[src/rtl/decode_stage.sv]
// Registered RISC-V ID stage: field extraction, opcode-driven immediate generation, one-entry skid buffer.
// Optional macro DECODE_ILLEGAL_EN enables the registered illegal-encoding flag.
module decode_stage #(
  parameter int unsigned XLEN    = 32,
  parameter int unsigned PC_W    = 32,
  parameter int unsigned SHAMT_W = 5
) (
  input  logic               clk,
  input  logic               reset,
  input  logic               flush,
  input  logic               in_valid,
  output logic               in_ready,
  input  logic [31:0]        in_inst,
  input  logic [PC_W-1:0]    in_pc,
  output logic               out_valid,
  input  logic               out_ready,
  output logic [PC_W-1:0]    out_pc,
  output logic [6:0]         opcode,
  output logic [4:0]         rd,
  output logic [4:0]         rs1,
  output logic [4:0]         rs2,
  output logic [2:0]         funct3,
  output logic [6:0]         funct7,
  output logic [SHAMT_W-1:0] shamt,
  output logic [XLEN-1:0]    imm,
  output logic [2:0]         imm_fmt,
  output logic               rd_wen,
  output logic               rs1_used,
  output logic               rs2_used,
  output logic               illegal
);

  localparam logic [6:0] OPC_LUI      = 7'b0110111;
  localparam logic [6:0] OPC_AUIPC    = 7'b0010111;
  localparam logic [6:0] OPC_JAL      = 7'b1101111;
  localparam logic [6:0] OPC_JALR     = 7'b1100111;
  localparam logic [6:0] OPC_LOAD     = 7'b0000011;
  localparam logic [6:0] OPC_OP_IMM   = 7'b0010011;
  localparam logic [6:0] OPC_SYSTEM   = 7'b1110011;
  localparam logic [6:0] OPC_OP_IMM32 = 7'b0011011;
  localparam logic [6:0] OPC_STORE    = 7'b0100011;
  localparam logic [6:0] OPC_BRANCH   = 7'b1100011;
  localparam logic [6:0] OPC_OP       = 7'b0110011;
  localparam logic [6:0] OPC_OP32     = 7'b0111011;

  typedef enum logic [2:0] {
    FMT_R = 3'd0,
    FMT_I = 3'd1,
    FMT_S = 3'd2,
    FMT_B = 3'd3,
    FMT_U = 3'd4,
    FMT_J = 3'd5
  } fmt_e;

  typedef struct packed {
    logic [PC_W-1:0]    pc;
    logic [6:0]         opcode;
    logic [4:0]         rd;
    logic [4:0]         rs1;
    logic [4:0]         rs2;
    logic [2:0]         funct3;
    logic [6:0]         funct7;
    logic [SHAMT_W-1:0] shamt;
    logic [XLEN-1:0]    imm;
    fmt_e               fmt;
    logic               rd_wen;
    logic               rs1_used;
    logic               rs2_used;
    logic               illegal;
  } dec_t;

  fmt_e fmt_c;
  logic ill_c;
  logic in_fire_c;
  dec_t dec_c;
  dec_t out_q, out_d, skid_q, skid_d;
  logic out_valid_q, out_valid_d;
  logic skid_valid_q, skid_valid_d;
  logic in_ready_q, in_ready_d;

  // Immediate format is implied by the opcode; unknown opcodes fall back to R (imm = 0).
  always_comb begin
    fmt_c = FMT_R;
    case (in_inst[6:0])
      OPC_LUI, OPC_AUIPC:                                     fmt_c = FMT_U;
      OPC_JAL:                                                fmt_c = FMT_J;
      OPC_JALR, OPC_LOAD, OPC_OP_IMM, OPC_SYSTEM, OPC_OP_IMM32: fmt_c = FMT_I;
      OPC_STORE:                                              fmt_c = FMT_S;
      OPC_BRANCH:                                             fmt_c = FMT_B;
      default:                                                fmt_c = FMT_R;
    endcase
  end

`ifdef DECODE_ILLEGAL_EN
  always_comb begin
    ill_c = 1'b0;
    case (in_inst[6:0])
      OPC_LUI, OPC_AUIPC, OPC_JAL, OPC_JALR, OPC_LOAD, OPC_OP_IMM, OPC_SYSTEM,
      OPC_OP_IMM32, OPC_STORE, OPC_BRANCH, OPC_OP, OPC_OP32: ill_c = 1'b0;
      default:                                               ill_c = 1'b1;
    endcase
    if (in_inst[1:0] != 2'b11) ill_c = 1'b1;
    if (in_inst[6:0] == OPC_OP && in_inst[31:25] != 7'b0000000 && in_inst[31:25] != 7'b0100000)
      ill_c = 1'b1;
    if ((in_inst[6:0] == OPC_OP32 || in_inst[6:0] == OPC_OP_IMM32) && XLEN == 32)
      ill_c = 1'b1;
  end
`else
  assign ill_c = 1'b0;
`endif

  // Field extraction and sign-extended immediate for the incoming word.
  always_comb begin
    dec_c          = '0;
    dec_c.pc       = in_pc;
    dec_c.opcode   = in_inst[6:0];
    dec_c.rd       = in_inst[11:7];
    dec_c.funct3   = in_inst[14:12];
    dec_c.rs1      = in_inst[19:15];
    dec_c.rs2      = in_inst[24:20];
    dec_c.funct7   = in_inst[31:25];
    dec_c.shamt    = in_inst[20 +: SHAMT_W];
    dec_c.fmt      = fmt_c;
    case (fmt_c)
      FMT_I:   dec_c.imm = XLEN'($signed(in_inst[31:20]));
      FMT_S:   dec_c.imm = XLEN'($signed({in_inst[31:25], in_inst[11:7]}));
      FMT_B:   dec_c.imm = XLEN'($signed({in_inst[31], in_inst[7], in_inst[30:25], in_inst[11:8], 1'b0}));
      FMT_U:   dec_c.imm = XLEN'($signed({in_inst[31:12], 12'b0}));
      FMT_J:   dec_c.imm = XLEN'($signed({in_inst[31], in_inst[19:12], in_inst[20], in_inst[30:21], 1'b0}));
      default: dec_c.imm = '0;
    endcase
    dec_c.rd_wen   = (fmt_c != FMT_S) && (fmt_c != FMT_B) && (in_inst[11:7] != 5'd0) && !ill_c;
    dec_c.rs1_used = (fmt_c != FMT_U) && (fmt_c != FMT_J);
    dec_c.rs2_used = (fmt_c == FMT_R) || (fmt_c == FMT_S) || (fmt_c == FMT_B);
    dec_c.illegal  = ill_c;
  end

  assign in_fire_c = in_valid && in_ready_q;

  // Output register plus skid entry; flush overrides every other event.
  always_comb begin
    out_d        = out_q;
    out_valid_d  = out_valid_q;
    skid_d       = skid_q;
    skid_valid_d = skid_valid_q;
    if (flush) begin
      out_valid_d  = 1'b0;
      skid_valid_d = 1'b0;
    end else if (out_ready || !out_valid_q) begin
      if (skid_valid_q) begin
        out_d        = skid_q;
        out_valid_d  = 1'b1;
        skid_valid_d = 1'b0;
      end else if (in_fire_c) begin
        out_d       = dec_c;
        out_valid_d = 1'b1;
      end else begin
        out_valid_d = 1'b0;
      end
    end else if (in_fire_c) begin
      skid_d       = dec_c;
      skid_valid_d = 1'b1;
    end
    in_ready_d = !skid_valid_d;
  end

  always_ff @(posedge clk or posedge reset) begin
    if (reset) begin
      out_q        <= '0;
      out_valid_q  <= 1'b0;
      skid_q       <= '0;
      skid_valid_q <= 1'b0;
      in_ready_q   <= 1'b1;
    end else begin
      out_q        <= out_d;
      out_valid_q  <= out_valid_d;
      skid_q       <= skid_d;
      skid_valid_q <= skid_valid_d;
      in_ready_q   <= in_ready_d;
    end
  end

  assign in_ready  = in_ready_q;
  assign out_valid = out_valid_q;
  assign out_pc    = out_q.pc;
  assign opcode    = out_q.opcode;
  assign rd        = out_q.rd;
  assign rs1       = out_q.rs1;
  assign rs2       = out_q.rs2;
  assign funct3    = out_q.funct3;
  assign funct7    = out_q.funct7;
  assign shamt     = out_q.shamt;
  assign imm       = out_q.imm;
  assign imm_fmt   = out_q.fmt;
  assign rd_wen    = out_q.rd_wen;
  assign rs1_used  = out_q.rs1_used;
  assign rs2_used  = out_q.rs2_used;
  assign illegal   = out_q.illegal;

endmodule

[config.mk]
export PLATFORM = sky130hd
export DESIGN_NAME = decode_stage
export DESIGN_NICKNAME = d
export VERILOG_FILES = /design/src/rtl/decode_stage.sv
export SDC_FILE = /design/constraint.sdc
export NUM_CORES = 1
export LEC_CHECK = 0
export CAP_MARGIN = 20
export CORE_ASPECT_RATIO = 0.75
export CORE_MARGIN = 3
export CORE_UTILIZATION = 56
export DETAILED_ROUTE_END_ITERATION = 16
export GPL_ROUTABILITY_DRIVEN = 0
export PLACE_DENSITY = 0.86
export SYNTH_ARGS = -nofsm -noshare
export SYNTH_HDL_FRONTEND = slang
export SYNTH_SLANG_ARGS = --single-unit
[constraint.sdc]
create_clock -name clk -period 11.4 [get_ports clk]
set_clock_uncertainty 0.15 [all_clocks]
set_input_delay 2.28 -clock clk [delete_from_list [all_inputs] [get_ports clk]]
set_output_delay 2.28 -clock clk [all_outputs]
set_load 0.01 [all_outputs]
[Word level (Yosys, flattened, before mapping)]
Cells that the tools add are included.
Word-level totals
  output and inout port bits: 110
  bits of input ports: 69
  word-level logic and storage cells: 78
  bits in registers: 213
Cells by class
  equal/unequal tests: 19
  multiplexer cells: 11
  reductions and logical operators: 17
  bitwise operators: 2
Operator list (number)
  two-way mux 108 bit: 2
  one-hot mux 32 bit (5 select lines): 1
  equality test 7 bit (second input constant): 4
  equality test 7 x 5 -> 1 bit (second input constant): 3
  one-hot mux 3 bit (5 select lines): 1
  equality test 7 x 6 -> 1 bit (second input constant): 2
  equality test 7 x 2 -> 1 bit (second input constant): 1
  two-way mux 1 bit: 7
  equality test 3 x 2 -> 1 bit (second input constant): 2
  equality test 3 bit (second input constant): 2
  inequality test 3 x 2 -> 1 bit (second input constant): 2
  inequality test 3 bit (second input constant): 2
  AND reduction 3 bit: 2
  nonzero test 5 bit: 1
  OR reduction 5 bit: 1
  logical AND 1 bit: 4
  nonzero test 2 bit: 2
  equality test 3 x 1 -> 1 bit (second input constant): 1
  zero test 3 bit: 1
  logical OR 1 bit: 3
  zero test 1 bit: 2
  NOT 1 bit: 2
  OR reduction 2 bit: 1

[Depth between registers and ports, before layout]
Gate-level depths: netlist (run 1).
  depth after elaboration: 8
  gate-level depth with buffers: 9
  gate-level depth less buffers: 6

[Worst setup path after synthesis (run 1)]
Ideal clock, no wire load.
  path type: in2reg
  start point: input port in_inst[6]
  end point: register out_q, in the netlist imm[30]
  data arrival time: 3.824 ns
  library setup time: 0.101 ns
  stages on the path: 8
  path slack: 7.325 ns
  path buffers: 2
  data required time: 11.149 ns
  path through: buf_2 -> or4b_4 -> o32a_2 -> o21ai_4 -> nand2b_1 -> buf_6 -> a22oi_2 -> o311ai_2
Between the ends
  longest elaborated chain between the ends: 7
  elaborated cells on any way between the ends: 21
  classes of those cells: 15 x eq/ne; 4 x mux; 2 x reduce/logical
RTL lines
  start, declared: RTL line 13  | input logic [31:0] in_inst,
  equality test 7 bit, or another cell as far along: RTL line 84  | case (in_inst[6:0])
  OR reduction 5 bit or OR reduction 2 bit (tied branches): RTL line 84
  one-hot mux 3 bit (5 select lines) (*): RTL line 84
  equality test 3 bit, or another cell as far along: RTL line 124  | case (fmt_c)
  one-hot mux 32 bit (5 select lines) (*): RTL line 124
  two-way mux 108 bit (*): RTL line 154  | end else if (in_fire_c) begin
  two-way mux 108 bit (*): RTL line 150  | if (skid_valid_q) begin
  end signal, assigned: RTL line 175  | out_q <= out_d;
  end, declared: RTL line 76  | dec_t out_q, out_d, skid_q, skid_d;
Mark *: on every way between the ends. The rest lies on a longest branch, timed or not. The select of a mux whose other input is x is not followed.
A chain may end at the register's enable or synchronous reset.

[Worst setup path in the final report (run 1)]
  start point: input port in_inst[2]
  end point: register out_q, in the netlist imm[30]
The elaborated chain is that of the path after synthesis.

==> flow_metrics.tcl, run 1 <==
set metrics [dict create \
    status "completed" \
    dr.pass1.iters 6 \
    route.detailed.drc 0 \
    cts_root_buf "clkbuf_16" \
    cap_viol_max_count 0 \
    synth-edff-count 0 \
    min_to "skid_q[15]$_DFFE_PP0P_" \
    clk_pin_slew_ps 60 \
    synth-compound-area-share_pct 11.5 \
    slowest_stage "or4b_4" \
    grt_pass1_wl_um 37000 \
    fin_hold_ws_ps 321 \
    layout-drive-gt1-share_pct 5.83 \
    synthFlopType "dfrtp_1" \
    min_delay_path_depth 2 \
    cts_tree "done" \
    antenna_found_initial 0 \
    setup_viol 0 \
    grt_pass1_vias 7145 \
    path_class "primary input to flop" \
    portBuffers 177 \
    routed_wl_um 23000 \
    required_ps 11630 \
    die_area_mm2 0.0177 \
    synth_top_family_by_area "simple AND/OR/NAND/NOR gates" \
    path_max_fanout 15 \
    wl_per_cell_um 17.4 \
    cts_buffers 21 \
    ys_ff_latch 207 \
    synth_cell_type_count 48 \
    cp_data_arrival_time_ps 4970 \
    syn2layout_area_growth_pct 27.6 \
    fin_crit_ps 4740 \
    critPathCaptureType "flop" \
    cts_setup_buffers 0 \
    yosysSeqAreaShare_pct 57.5 \
    relSlewSlack_pct 30.6 \
    finalMaxSlewViolations 0 \
    synth_area_leader_cell "dfrtp_1" \
    synthAdderAreaFrac_pct 0 \
    hold_buffers 0 \
    vias 7338 \
    reg2reg_depth 6 \
    rsz0062_at_grt "no" \
    clock_latency_ps 500 \
    ctsHtreeMaxLevel 1 \
    synth.area.top_cells "dfrtp_1 (57%), nand2_1 (14%), mux2i_1 (7.1%)" \
    final_nets 1169 \
    ys_warn_count 0 \
    final_antenna_net_count 0 \
    tightest_slew_ps 1040 \
    yosysTopAreaCellShare_pct 57.2 \
    ir_worst_vdd_mv 0.144 \
    power_density_mw_per_mm2 174 \
    cts_resized 0 \
    syn_area_per_cell_um2 9.33 \
    yosys.area_share.simple_pct 19.3 \
    grtUsageTotal_pct 25.5 \
    diodes 0 \
    cp_num_buf_inv 1 \
    crit_chain "clkdlybuf4s50_1 > or4b_4 > o32a_2 > o21ai_4 > nand2b_1 > a22oi_2 > o311ai_2" \
    setup_tns_ps 0 \
    synth_area_mm2 0.00901 \
    cts_sinks 207 \
    leakagePower_uw 0.00512 \
    synthesis.nets 1035 \
    holdCritPathClass "flop to flop" \
    r2r-start "skid_valid_q$_DFF_PP0_" \
    muxShareOfSynthArea_pct 7.74 \
    synthArstFlopShare_pct 100 \
    grt_max_degree 135 \
    startpoint_type "primary input" \
    worstReg2RegEnd "imm[0]$_DFFE_PP0P_" \
    crit_family "simple AND/OR/NAND/NOR gates" \
    finalCritPeriodShare_pct 41.6 \
    coreArea_mm2 0.0155 \
    grt-ovfl-total 0 \
    hpwl_um 14400 \
    syn-instance-count 966 \
    min_from "skid_q[15]$_DFFE_PP0P_" \
    rows 39 \
    max_stage_delay_ps 650 \
    die_x_um 152 \
    hold_viol 0 \
    start_util_pct 58.2 \
    synth_xor_area_share_pct 0 \
    r2r_setup_slack_ps 8280 \
    io_pins 179 \
    dieHeight_um 116 \
    layout_common_cells "nand2_1 (331), dfrtp_1 (205), clkdlybuf4s50_1 (177)" \
    max_freq_mhz 211 \
    mostFrequentLayoutCell "nand2_1" \
    cts_buffer_depth 3 \
    drt-vias-per-instance 5.56 \
    drt_iter0_markers 621 \
]
## routing by layer
layer	up-vias	track usage [%]	wire, um
li1	3472	-	-
met1	3564	36.4	10100
met2	265	40.7	10600
met3	37	6.08	1830
met4	0	5.64	470
met5	-	0	0
## cells by family after synthesis
logic type,Yosys count
multiplexers,69
buffers and inverters,80
AND/OR/NAND/NOR,425
other,1
AO/OA/AOI/OAI,184
flip-flops,207
## worst register-to-register path, cell delays in order (launching register included)
cell and delay, ps:
dfrtp_4 700, a21oi_1 330, nor2_1 130, nand2_4 470
buf_4 830, nor2_1 80, a221o_1 320
## stage by stage
step	setup slack, ps	instance area [um2]	utilization, %	std cells	power (uW)
after floorplan	3320	9010	-	966	1120
after global placement	6290	10800	69.8	1281	1300
after detailed placement	6220	10800	69.8	1281	1320
after CTS	6670	11500	74.3	1319	2010
after global routing	6520	11500	74.3	1320	2100
final	6660	11500	74.3	1320	2000
## worst max-delay path by stage
stage	endpoint	startpoint	slack, ps	cells past startpoint
6_report	imm[30]$_DFFE_PP0P_	in_inst[2]	6660	7
5_1_grt	skid_q[36]$_DFFE_PP0P_	in_inst[2]	6520	7
4_1_cts	imm[0]$_DFFE_PP0P_	in_inst[4]	6670	5
3_5_place_dp	imm[0]$_DFFE_PP0P_	in_inst[4]	6220	5
3_3_place_gp	imm[0]$_DFFE_PP0P_	in_inst[4]	6290	5
2_1_floorplan	funct3[0]$_DFFE_PP0P_	reset	3320	1
## cell usage after synthesis (2+ instances only)
| master | n |
|---|---|
| nand2_1 | 332 |
| o21ai_0 | 99 |
| o21ai_1 | 4 |
| a21oi_1 | 43 |
| nor3_1 | 5 |
| dfrtp_1 | 206 |
| or3_1 | 10 |
| inv_1 | 6 |
| and2_1 | 8 |
| buf_6 | 3 |
| mux2_2 | 5 |
| a31oi_1 | 13 |
| a211oi_1 | 6 |
| nor2_1 | 42 |
| a22oi_1 | 4 |
| nand3b_1 | 3 |
| clkbuf_1 | 53 |
| buf_1 | 6 |
| buf_4 | 6 |
| nand3_1 | 12 |
| mux2i_1 | 64 |
| and3b_1 | 2 |
| nand2b_1 | 3 |
| buf_2 | 6 |
| o21a_1 | 2 |
## power by group
group | internal, uW | switching, uW | total (uW) | leakage [uW]
Combinational | 187 | 179 | 366 | 0.00217
Sequential | 865 | 78.1 | 943 | 0.00260
Clock | 407 | 284 | 691 | 0.000347
## sequential cells by signal, summed over array words and instances, names as in the netlist
register	cells
opcode	7
rs1	5
rs2	5
rd	5
funct7	7
out_pc	32
out_valid	1
rd_wen	1
skid_valid_q	1
rs1_used	1
in_ready	1
skid_q	102
funct3	3
imm_fmt	3
rs2_used	1
imm	32
## final cells by class
| type | count | area [um2] |
|---|---|---|
| repair buffers | 185 | 1830 |
| multi-input cells | 679 | 3500 |
| clock buffers | 28 | 582 |
| fillers | 1080 | 3980 |
| well taps | 205 | 256 |
| inverters | 6 | 30.0 |
| clock inverters | 10 | 110 |
| flip-flops and latches | 207 | 5180 |
Note: power is estimated with default switching activity, not from simulation.
==> run 2: changes to the inputs <==
--- a/config.mk
+++ b/config.mk
@@ -8,10 +8,10 @@
 export CAP_MARGIN = 20
 export CORE_ASPECT_RATIO = 0.75
 export CORE_MARGIN = 3
-export CORE_UTILIZATION = 56
+export CORE_UTILIZATION = 52
 export DETAILED_ROUTE_END_ITERATION = 16
 export GPL_ROUTABILITY_DRIVEN = 0
-export PLACE_DENSITY = 0.86
+export PLACE_DENSITY = 0.8
 export SYNTH_ARGS = -nofsm -noshare
 export SYNTH_HDL_FRONTEND = slang
 export SYNTH_SLANG_ARGS = --single-unit
==> constraint.sdc (replaced) <==
create_clock -name clk -period 4.5 [get_ports clk]
set_clock_uncertainty 0.15 [all_clocks]
set_input_delay 0.9 -clock clk [delete_from_list [all_inputs] [get_ports clk]]
set_output_delay 0.9 -clock clk [all_outputs]
set_load 0.01 [all_outputs]
==> flow_metrics.tcl, run 2 (synthesis results as in run 1) <==
set metrics [dict create \
    grt_pass1_vias 7175 \
    wl_per_cell_um 17.0 \
    worstReg2RegEnd "imm[30]$_DFFE_PP0P_" \
    clk_pin_slew_ps 60 \
    crit_chain "clkdlybuf4s50_1 > or4b_4 > o32a_2 > o21ai_4 > nand2b_1 > a22oi_2 > o311ai_2" \
    rsz0062_at_grt "no" \
    setup_tns_ps 0 \
    largest_register "skid_q" \
    cts_buffer_depth 3 \
    tightest_slew_ps 872 \
    grt_pass1_wl_um 37000 \
    r2r_setup_slack_ps 1550 \
    path_class "primary input to flop" \
    startpoint_type "primary input" \
    ir_worst_vdd_mv 0.281 \
    cts_tree "done" \
    cts_buffers 21 \
    cp_num_buf_inv 1 \
    status "completed" \
    drt_iter0_markers 512 \
    fin_crit_ps 3310 \
    layout.cells.non_filler 1331 \
    rows 41 \
    cts_resized 0 \
    placedInstanceArea_mm2 0.0109 \
    hold_viol 0 \
    mostFrequentLayoutCell "nand2_1" \
    critPathLaunch "in_inst[2]" \
    finalCritPeriodShare_pct 73.6 \
    final_antenna_net_count 0 \
    holdCritPathClass "flop to flop" \
    hpwl_um 14500 \
    cap_viol_max_count 0 \
    cp_data_arrival_time_ps 3550 \
    power_density_mw_per_mm2 430 \
    cts_setup_buffers 0 \
    grt-ovfl-total 0 \
    max_stage_delay_ps 630 \
    grt_max_degree 80 \
    required_ps 4730 \
    dp.cells 1297 \
    grtUsageTotal_pct 24.2 \
    crit_family "simple AND/OR/NAND/NOR gates" \
    cts_sinks 207 \
    reg2reg_depth 6 \
    drt-vias-per-instance 5.47 \
    die_area_mm2 0.0190 \
    r2r-start "skid_valid_q$_DFF_PP0_" \
    syn2layout_area_growth_pct 27.8 \
    path_max_fanout 15 \
    start_util_pct 53.4 \
    relSlewSlack_pct 41.9 \
    finalMaxSlewViolations 0 \
    dieHeight_um 120 \
    min_to "skid_q[60]$_DFFE_PP0P_" \
    min_delay_path_depth 2 \
    min_from "skid_q[60]$_DFFE_PP0P_" \
    stdcell_area_mm2 0.0115 \
    antenna_found_initial 0 \
    diodes 0 \
    io_pins 179 \
    hold_buffers 0 \
    coreArea_mm2 0.0169 \
    leakagePower_uw 0.00513 \
    largest_register_ff_count 102 \
    cts_root_buf "clkbuf_16" \
    routed_wl_um 22600 \
    critPathCaptureType "flop" \
    layout_common_cells "nand2_1 (331), dfrtp_1 (205), clkdlybuf4s50_1 (177)" \
    clock_latency_ps 490 \
    slowest_stage "or4b_4" \
    route.detailed.drc 0 \
    max_freq_mhz 302 \
    die_x_um 158 \
    vias 7279 \
    dr.pass1.iters 5 \
    setup_viol 0 \
    final_nets 1174 \
    portBuffers 177 \
    ctsHtreeMaxLevel 1 \
    layout-drive-gt1-share_pct 6.00 \
]
==> run 2: cell count changes in the layout (fill, tap and decap cells not counted) <==
cell        before  now
clkbuf_1         4    3
bufinv_16        2    0
clkinv_2         6    4
clkbuf_8         3    6
inv_8            2    0
buf_12           0    2
inv_6            1    0
clkinvlp_4       0    1
buf_4            8   11
==> run 2: final cells by class <==
class,instances,area (um2)
inverters,6,26.3
multi-input cells,679,3500
fillers,1367,5370
repair buffers,190,1890
clock inverters,4,20.0
clock buffers,30,619
flip-flops and latches,207,5180
well taps,215,269
==> run 2: through the flow <==
step	utilization, %	setup WS (ps)	hold slack, ps	power [uW]
after global routing	68.2	1020	343	5210
after CTS	68.2	1220	327	5000
after floorplan	-	765	288	2830
final	68.2	1190	323	4950
after global placement	64.4	780	303	3300
after detailed placement	64.4	729	312	3340
==> run 2: worst register-to-register path, stage by stage (launching register included) <==
cell and delay [ps]:
dfrtp_4 940, a21oi_1 190, nor2_1 260, nand2_4 450, buf_4 550, nand2_1 150, o311ai_2 110
==> run 2: worst max-delay path by stage <==
| stage | end | slack [ps] | depth (start not counted) |
|---|---|---|---|
| 2_1_floorplan | funct3[0]$_DFFE_PP0P_ | 760 | 1 |
| 3_5_place_dp | imm[30]$_DFFE_PP0P_ | 730 | 7 |
| 3_3_place_gp | imm[30]$_DFFE_PP0P_ | 780 | 7 |
| 5_1_grt | skid_q[30]$_DFFE_PP0P_ | 1020 | 7 |
| 6_report | imm[30]$_DFFE_PP0P_ | 1190 | 7 |
| 4_1_cts | imm[30]$_DFFE_PP0P_ | 1220 | 7 |
==> run 2: per-layer routing <==
layer  vias up  track usage [%]  share of wire [%]
met4         0             4.19                1.7
li1       3475                -                  -
met2       227             36.4                 45
met5         -                0                  0
met1      3543             36.7                 46
met3        34             5.52                7.3
==> run 2: where the power goes <==
part	internal [uW]	switching, uW	leakage, uW
Sequential	2190	186	0.00260
Combinational	478	449	0.00220
Clock	949	698	0.000321
Total	3620	1330	0.00513
